$ cat src/rtl/btn_debounce_if.sv
// Button conditioner signal bundle: raw input in, clean level, edge pulses and press count out.
interface btn_debounce_if #(
    parameter int CNT_W = 8
);
    logic             btn_in;
    logic             btn_out;
    logic             rise_pulse;
    logic             fall_pulse;
    logic [CNT_W-1:0] press_cnt;

    // Producer of the raw button level / consumer of the conditioned outputs
    modport master (
        output btn_in,
        input  btn_out, rise_pulse, fall_pulse, press_cnt
    );

    // The debouncer itself
    modport slave (
        input  btn_in,
        output btn_out, rise_pulse, fall_pulse, press_cnt
    );
endinterface

$ cat src/rtl/btn_debounce.sv
// Push-button debouncer: synchronizer chain, 4-state acceptance FSM with a
// stable-run counter, registered level/edge outputs and a wrapping press counter.
module btn_debounce #(
    parameter int SYNC_STAGES = 2,
    parameter int STABLE      = 4,
    parameter int CNT_W       = 8
) (
    input  logic         clk,
    input  logic         rst_n,
    btn_debounce_if.slave bus
);
    localparam int SCW = (STABLE < 1) ? 1 : $clog2(STABLE + 1);
    localparam logic [SCW-1:0] LAST = SCW'(STABLE - 1);

    typedef enum logic [1:0] {
        S_LO      = 2'd0,
        S_WAIT_HI = 2'd1,
        S_HI      = 2'd2,
        S_WAIT_LO = 2'd3
    } state_t;

    state_t                 state_q, state_d;
    logic [SYNC_STAGES-1:0] sync_q;
    logic [SCW-1:0]         scnt_q, scnt_d;
    logic                   out_q, out_d;
    logic                   rise_q, rise_d;
    logic                   fall_q, fall_d;
    logic [CNT_W-1:0]       cnt_q, cnt_d;
    logic                   btn_s;

    assign btn_s = sync_q[SYNC_STAGES-1];

    // Synchronizer shift chain; only the last stage is ever looked at
    always_ff @(posedge clk or negedge rst_n) begin
        if (!rst_n) sync_q <= '0;
        else        sync_q <= {sync_q[SYNC_STAGES-2:0], bus.btn_in};
    end

    // Next-state and registered-output computation; pulses default low so they last one cycle
    always_comb begin
        state_d = state_q;
        scnt_d  = scnt_q;
        out_d   = out_q;
        rise_d  = 1'b0;
        fall_d  = 1'b0;
        cnt_d   = cnt_q;
        unique case (state_q)
            S_LO: begin
                out_d = 1'b0;
                if (btn_s) begin
                    state_d = S_WAIT_HI;
                    scnt_d  = '0;
                end
            end
            S_WAIT_HI: begin
                out_d = 1'b0;
                if (!btn_s) begin
                    state_d = S_LO;                 // bounce: abandon this run
                end else if (scnt_q == LAST) begin
                    state_d = S_HI;
                    out_d   = 1'b1;
                    rise_d  = 1'b1;
                    cnt_d   = cnt_q + CNT_W'(1);    // wraps naturally
                end else begin
                    scnt_d  = scnt_q + SCW'(1);
                end
            end
            S_HI: begin
                out_d = 1'b1;
                if (!btn_s) begin
                    state_d = S_WAIT_LO;
                    scnt_d  = '0;
                end
            end
            S_WAIT_LO: begin
                out_d = 1'b1;
                if (btn_s) begin
                    state_d = S_HI;                 // bounce: abandon this run
                end else if (scnt_q == LAST) begin
                    state_d = S_LO;
                    out_d   = 1'b0;
                    fall_d  = 1'b1;
                end else begin
                    scnt_d  = scnt_q + SCW'(1);
                end
            end
            default: begin
                state_d = S_LO;
                out_d   = 1'b0;
            end
        endcase
    end

    // State, stable counter and output registers
    always_ff @(posedge clk or negedge rst_n) begin
        if (!rst_n) begin
            state_q <= S_LO;
            scnt_q  <= '0;
            out_q   <= 1'b0;
            rise_q  <= 1'b0;
            fall_q  <= 1'b0;
            cnt_q   <= '0;
        end else begin
            state_q <= state_d;
            scnt_q  <= scnt_d;
            out_q   <= out_d;
            rise_q  <= rise_d;
            fall_q  <= fall_d;
            cnt_q   <= cnt_d;
        end
    end

    assign bus.btn_out    = out_q;
    assign bus.rise_pulse = rise_q;
    assign bus.fall_pulse = fall_q;
    assign bus.press_cnt  = cnt_q;
endmodule

$ cat src/flat_wrapper.sv
// flat-port wrapper written by rule: the top's interface ports become plain ports
module btn_debounce_flat 
#(
    parameter int SYNC_STAGES = 2,
    parameter int STABLE      = 4,
    parameter int CNT_W       = 8
)
  (clk, rst_n, bus_btn_in, bus_btn_out, bus_rise_pulse, bus_fall_pulse, bus_press_cnt);
  btn_debounce_if #(.CNT_W(CNT_W)) bus_i ();
  input  logic clk;
  input  logic rst_n;
  input wire logic [$bits(bus_i.btn_in)-1:0] bus_btn_in;
  output wire logic [$bits(bus_i.btn_out)-1:0] bus_btn_out;
  output wire logic [$bits(bus_i.rise_pulse)-1:0] bus_rise_pulse;
  output wire logic [$bits(bus_i.fall_pulse)-1:0] bus_fall_pulse;
  output wire logic [$bits(bus_i.press_cnt)-1:0] bus_press_cnt;
  assign bus_i.btn_in = bus_btn_in;
  assign bus_btn_out = bus_i.btn_out;
  assign bus_rise_pulse = bus_i.rise_pulse;
  assign bus_fall_pulse = bus_i.fall_pulse;
  assign bus_press_cnt = bus_i.press_cnt;
  btn_debounce #(.SYNC_STAGES(SYNC_STAGES), .STABLE(STABLE), .CNT_W(CNT_W)) u_core (.clk(clk), .rst_n(rst_n), .bus(bus_i));
endmodule
$ cat config.mk
export PLATFORM = sky130hd
export DESIGN_NAME = btn_debounce_flat
export DESIGN_NICKNAME = d
export VERILOG_FILES = /design/src/rtl/btn_debounce_if.sv /design/src/rtl/btn_debounce.sv /design/src/flat_wrapper.sv
export SDC_FILE = /design/constraint.sdc
export NUM_CORES = 1
export LEC_CHECK = 0
export ABC_CLOCK_PERIOD_IN_PS = 2000
export CAP_MARGIN = 0
export CELL_PAD_IN_SITES_DETAIL_PLACEMENT = 0
export CELL_PAD_IN_SITES_GLOBAL_PLACEMENT = 1
export CORE_ASPECT_RATIO = 0.8
export CORE_MARGIN = 2
export CORE_UTILIZATION = 36
export CTS_BUF_LIST = sky130_fd_sc_hd__clkbuf_4 sky130_fd_sc_hd__clkbuf_8
export CTS_CLUSTER_DIAMETER = 200
export DETAILED_ROUTE_END_ITERATION = 12
export MAX_ROUTING_LAYER = met4
export PLACE_DENSITY_LB_ADDON = 0.3
export SETUP_SLACK_MARGIN = 0.2
export SLEW_MARGIN = 5
export SYNTH_ARGS = -nofsm -noshare
export SYNTH_HDL_FRONTEND = slang
export SYNTH_SLANG_ARGS = --single-unit
$ cat constraint.sdc
create_clock -name clk -period 2 [get_ports clk]
set_input_delay 0.6 -clock clk [delete_from_list [all_inputs] [get_ports clk]]
set_output_delay 0.6 -clock clk [all_outputs]
set_load 0.01 [all_outputs]
Word-level counts from Yosys, hierarchy flattened

Index checks and enable logic that the tools add are counted.

Muxes and demuxes: 21
Reductions and logical operators: 4
Add/subtract/negate cells: 2
Eq/ne operators: 10

Operators by type and width:

| operator                                                         | number |
|---|---|
| 3-bit 2-to-1 mux                                                 | 5 |
| 2-bit 2-to-1 mux                                                 | 6 |
| 3-bit case mux with 4 select lines                               | 1 |
| 8-bit by 1-bit adder with 8-bit output (second input constant)   | 1 |
| 2-bit case mux with 4 select lines                               | 1 |
| 4-bit AND reduction                                              | 2 |
| 1-bit 2-to-1 mux                                                 | 7 |
| 2-bit == test (second input constant)                            | 2 |
| 2-bit by 1-bit != test with 1-bit output (second input constant) | 2 |
| 2-bit != test (second input constant)                            | 2 |
| 1-bit case mux with 4 select lines                               | 1 |
| 3-bit by 1-bit adder with 3-bit output (second input constant)   | 1 |
| 3-bit by 2-bit == test with 1-bit output (second input constant) | 1 |
| 3-bit by 1-bit != test with 1-bit output (second input constant) | 1 |
| 3-bit != test (second input constant)                            | 1 |
| 3-bit AND reduction                                              | 1 |
| 2-bit by 1-bit == test with 1-bit output (second input constant) | 1 |
| 2-bit logical NOT                                                | 1 |

Bits in registers: 18
Output and inout bits: 11
Word-level logic and storage cells: 44
Bits of input ports: 3

Longest topological paths before layout

Depth after elaboration: 4
Depth in mapped cells: 6
Depth with buffers taken out: 6

Worst setup path before layout

No wires, ideal clock.

Path kind: register to register
Start: reg u_core.scnt_q[0]
End: reg u_core.scnt_q[0]
Stages on the path, launching flop included: 5
Buffers on the path: 0
Period minus slack after synthesis: 1.506 ns
Library setup time: 0.069 ns
Arrival time: 1.437 ns
Setup slack: 0.494 ns
Required time: 1.931 ns
Cells stage by stage: dfrtp_1 ha_1 ha_1 or4b_1 nand3_1

Cells in the longest elaborated chain, start to end: 4
Elaborated cells between the ends (all ways): 6
Those cells by class: add/sub (1); eq/ne (1); mux (4)

RTL lines:

| item                                                                                                      | RTL line                               | RTL |
|---|---|---|
| from (decl)                                                                                               | btn_debounce.sv:24                     | `logic [SCW-1:0] scnt_q, scnt_d;` |
| from (signal assigned)                                                                                    | btn_debounce.sv:105                    | `scnt_q <= scnt_d;` |
| 3-bit by 1-bit adder with 3-bit output / 3-bit by 2-bit == test with 1-bit output (equally long branches) | -                                      |  |
| 3-bit 2-to-1 mux *                                                                                        | btn_debounce.sv:59, btn_debounce.sv:79 |  |
| 3-bit 2-to-1 mux (on tied branches)                                                                       | btn_debounce.sv:77, btn_debounce.sv:57 |  |
| 3-bit case mux with 4 select lines *                                                                      | btn_debounce.sv:47                     | `unique case (state_q)` |

Every way passes the cells marked *; elsewhere a longest branch is shown, timed or not. The select of a mux whose other input is x is not followed.
A chain may end at the register's enable or synchronous reset.

Worst setup path in the final report

Start: reg u_core.scnt_q[0]
End: reg u_core.cnt_q[7], in the netlist u_core.bus.press_cnt[7]

Cells in the longest elaborated chain, start to end: 2

RTL lines:

| item                                     | RTL line            | RTL |
|---|---|---|
| 3-bit by 2-bit == test with 1-bit output | btn_debounce.sv:59  | `end else if (scnt_q == LAST) begin` |
| 3-bit AND reduction (no line)            | -                   |  |
| to (signal assigned)                     | btn_debounce.sv:109 | `cnt_q <= cnt_d;` |
| to (decl)                                | btn_debounce.sv:28  | `logic [CNT_W-1:0] cnt_q, cnt_d;` |

No other way between the ends.

==> summary.txt <==
Status
  • Outcome: completed

Die
  • Starting density of the core: 0.397
  • Die area: 0.00253 mm²
  • Num ports: 14
  • Core footprint: 0.00194 mm²
  • Die width: 55.8 µm
  • Die height: 45.4 µm
  • Row count: 14

Drt
  • DRT iter0 DRCs: 6
  • Wire length per cell: 12.4 µm
  • ANT nets after route: 0
  • Drt pass-1 iters: 3
  • DR vias/cell: 4.76
  • Vias: 533
  • Final wirelength: 1.38 mm
  • DRC violations left: 0

CTS
  • Num CTS Buffers: 3
  • Clock Pin Slew Worst Setup and Hold Paths: 100 ps
  • CTS tree: done
  • CTS root buf: clkbuf_4
  • Clk sinks: 18
  • Clk Latency, worst-skew pair: 290 ps
  • CTS Buffer Depth: 2
  • Hold Buf Count CTS: 0
  • H-tree levels: 1

STA
  • Endpoints failing setup: 0
  • Setup TNS: 0 ps
  • Period utilization: 0.807
  • RSZ-0062 raised after global routing: no
  • Max Clock Skew: 8.76 ps
  • Min cycle time layout: 1610 ps
  • Final Hold Fails: 0
  • Final Slew Violations: 0
  • Worst-Margin Slew: 494 ps
  • Relative slew slack: 0.669
  • Fmax achieved: 0.619 GHz

Power
  • Cell Int Power: 716 µW
  • Reg power frac: 0.493
  • Comb pwr share: 0.296
  • VDD IR max: 717 µV
  • Power per cell area: 987 mW/mm²
  • Sw power: 307 µW
  • Leakage: 0.655 nW
  • Clock power share: 0.211
  • Sw frac: 0.300
  • Overall Power: 1.02 mW

Worst hold path
  • Hold Crit Start: u_core.sync_q[0]$_DFF_PN0_
  • Hold Crit Class: register to register

Worst setup path
  • CP max stage delay: 390 ps
  • Worst EP arrival: 1830 ps
  • Most frequent CP cell: ha_1
  • Worst R2R Start: u_core.scnt_q[0]$_DFFE_PN0P_
  • Critical Path RT: 2220 ps
  • CP max-delay cell: dfrtp_1
  • First element of the critical path: u_core.scnt_q[0]$_DFFE_PN0P_
  • Worst Setup Start Kind: register
  • Setup crit end kind: register
  • Maximum fanout along the worst path: 7
  • Crit path cell chain: ha_1, ha_1, nand4b_2, nor4_1, xor2_1
  • Crit Path Category: register to register

Layout
  • Nets@finish: 96
  • Fillers: 172
  • Share of cells above drive strength 1: 0.193
  • Area growth, synth to finish: 34.4%
  • Layout Cells excl Fill: 112
  • N_diodes: 0

Logic synthesis
  • FFs w/ async S/R, synth: 1.00
  • Post-synth top area cell: dfrtp_1
  • Net Count, Synth: 71
  • Synth Area in Compound Gates: 0.0486
  • Synth cell types: 21
  • XOR/XNOR Fraction of Synth Area: 0.0908
  • Adder-cell share of the synthesized area: 0.0648
  • Syn Area/Cell: 12.1 µm²
  • Post-synth EDFFs: 0
  • Post-synthesis cell count: 64
  • Synthesis warning total: 0
  • Combinational family with the most area after synthesis: simple AND/OR/NAND/NOR gates
  • Sequential-to-total area share from yosys stat: 0.583
  • Synth Flop Type: dfrtp_1
  • #FFs+latches synth: 18
  • Netlist Area Pre-Place: 772 µm²
  • Simple-gate share of the synthesized area: 0.164
  • Synth area leaders: dfrtp_1 (58%), ha_1 (6.5%), nand2_1 (5.3%)
  • Synth top area share: 0.583
  • Mux contribution to synthesized area: 0.0292

Global route
  • Gr ovfl total: 0
  • First-pass GRT wire length: 2.34 mm
  • Vias in the first global route: 498
  • Largest net degree at the start of global routing: 19
  • GRT Util Overall: 0.132
  • Initial antenna violation count: 0

Placed design
  • DP Cell Count: 101
  • HPWL after DPL: 1.00 mm
  • Port bufs: 13
  • RePlAce Congestion: 0.774

Flow run
  • Max_cap viols: 0
## Yosys cell counts (all sizes together), types with 2 or more instances
library cell	n
a22o	2
dfrtp	18
ha	4
inv	2
mux2	2
nand2	11
nand3	4
nor3	2
xnor2	4
xor2	4
## layout make-up
cell class / instances / area [µm²] / share of cell area
Inverter: 2 / 7.51 / 0.00724
Sequential cell: 18 / 450 / 0.434
Timing Repair Buffer: 21 / 206 / 0.199
Multi-Input combinational cell: 43 / 307 / 0.296
Clock buffer: 4 / 36.3 / 0.0350
Tap cell: 24 / 30.0 / 0.0290
## sequential cells by signal, summed over array words and instances (netlist names), named ones only
name	flops
u_core.bus.press_cnt	8
u_core.scnt_q	3
u_core.sync_q	2
u_core.bus.btn_out	1
u_core.bus.fall_pulse	1
u_core.bus.rise_pulse	1
u_core.state_q	1
## per-layer routing
metal / global-route usage / wire length [µm] / up-vias
met1: 0.167 / 706 / 252
met4: 0.0293 / 13 / 0
met5: - / 0 / -
met3: 0.0625 / 62 / 2
li1: - / - / 270
met2: 0.195 / 601 / 9
## critical path, delay by kind of cell (launching register included)
kind / cells / cell delay (ps)
flip-flops: 1 / 390
XOR/XNOR: 1 / 180
adder cells (fa/ha/maj): 2 / 390
AND/OR/NAND/NOR: 2 / 600
## cell usage in the layout, fill, tap and decap left out, types with 3 or more instances in the layout
cell / netlist / layout
xnor2_1: 4 / 4
dlygate4sd2_1: 0 / 3
clkbuf_4: 0 / 3
xor2_1: 4 / 4
nand3_1: 4 / 4
dlymetal6s2s_1: 0 / 8
nand2_1: 11 / 11
buf_4: 1 / 8
ha_1: 4 / 4
dfrtp_1: 18 / 18
## what timing repair did
action                     4_1_cts  5_1_grt
setup buffers                    7        0
setup endpoints to repair        8        8
gates resized for setup          3        8
pin swaps                        0        0
## per-stage QoR
step | worst slack, ps | utilization | cell area [µm²] | hold slack (ps)
2_1_floorplan | 494 | - | 772 | 304
3_3_place_gp | 426 | 0.479 | 932 | 334
6_report | 385 | 0.533 | 1040 | 359
5_1_grt | 218 | 0.533 | 1040 | 368
4_1_cts | 147 | 0.523 | 1020 | 361
3_5_place_dp | 393 | 0.479 | 932 | 338
## kinds of logic after synthesis
logic type / count (synthesis)
adders and majority gates: 4
and+or+nand+nor: 24
muxes: 2
xor gates and xnor gates: 8
AOI/OAI and AO/OA: 5
buffers and inverters: 3
DFF: 18
## power groups by stage
stage	Clock (mW)	Sequential [mW]	Combinational, mW
6_report	0.216	0.504	0.303
5_1_grt	0.246	0.516	0.339
4_1_cts	0.228	0.506	0.315
3_5_place_dp	0	0.526	0.279
3_3_place_gp	0	0.524	0.275
2_1_floorplan	0	0.509	0.188
## path summary, 6_finish.rpt
| kind | to | slack [ps] | depth (start not counted) |
|---|---|---|---|
| worst max-delay path | u_core.bus.press_cnt[7]$_DFFE_PN0P_ | 390 | 5 |
| worst min-delay path | u_core.sync_q[1]$_DFF_PN0_ | 360 | 0 |
| worst max register to register | u_core.bus.press_cnt[7]$_DFFE_PN0P_ | 390 | 5 |
| worst min register to register | u_core.sync_q[1]$_DFF_PN0_ | 360 | 0 |
| max in group asynchronous | u_core.sync_q[1]$_DFF_PN0_ | 1170 | 2 |
| min in group asynchronous | async pin | 620 | 2 |
No activity file was read; power rests on OpenSTA's default activity.
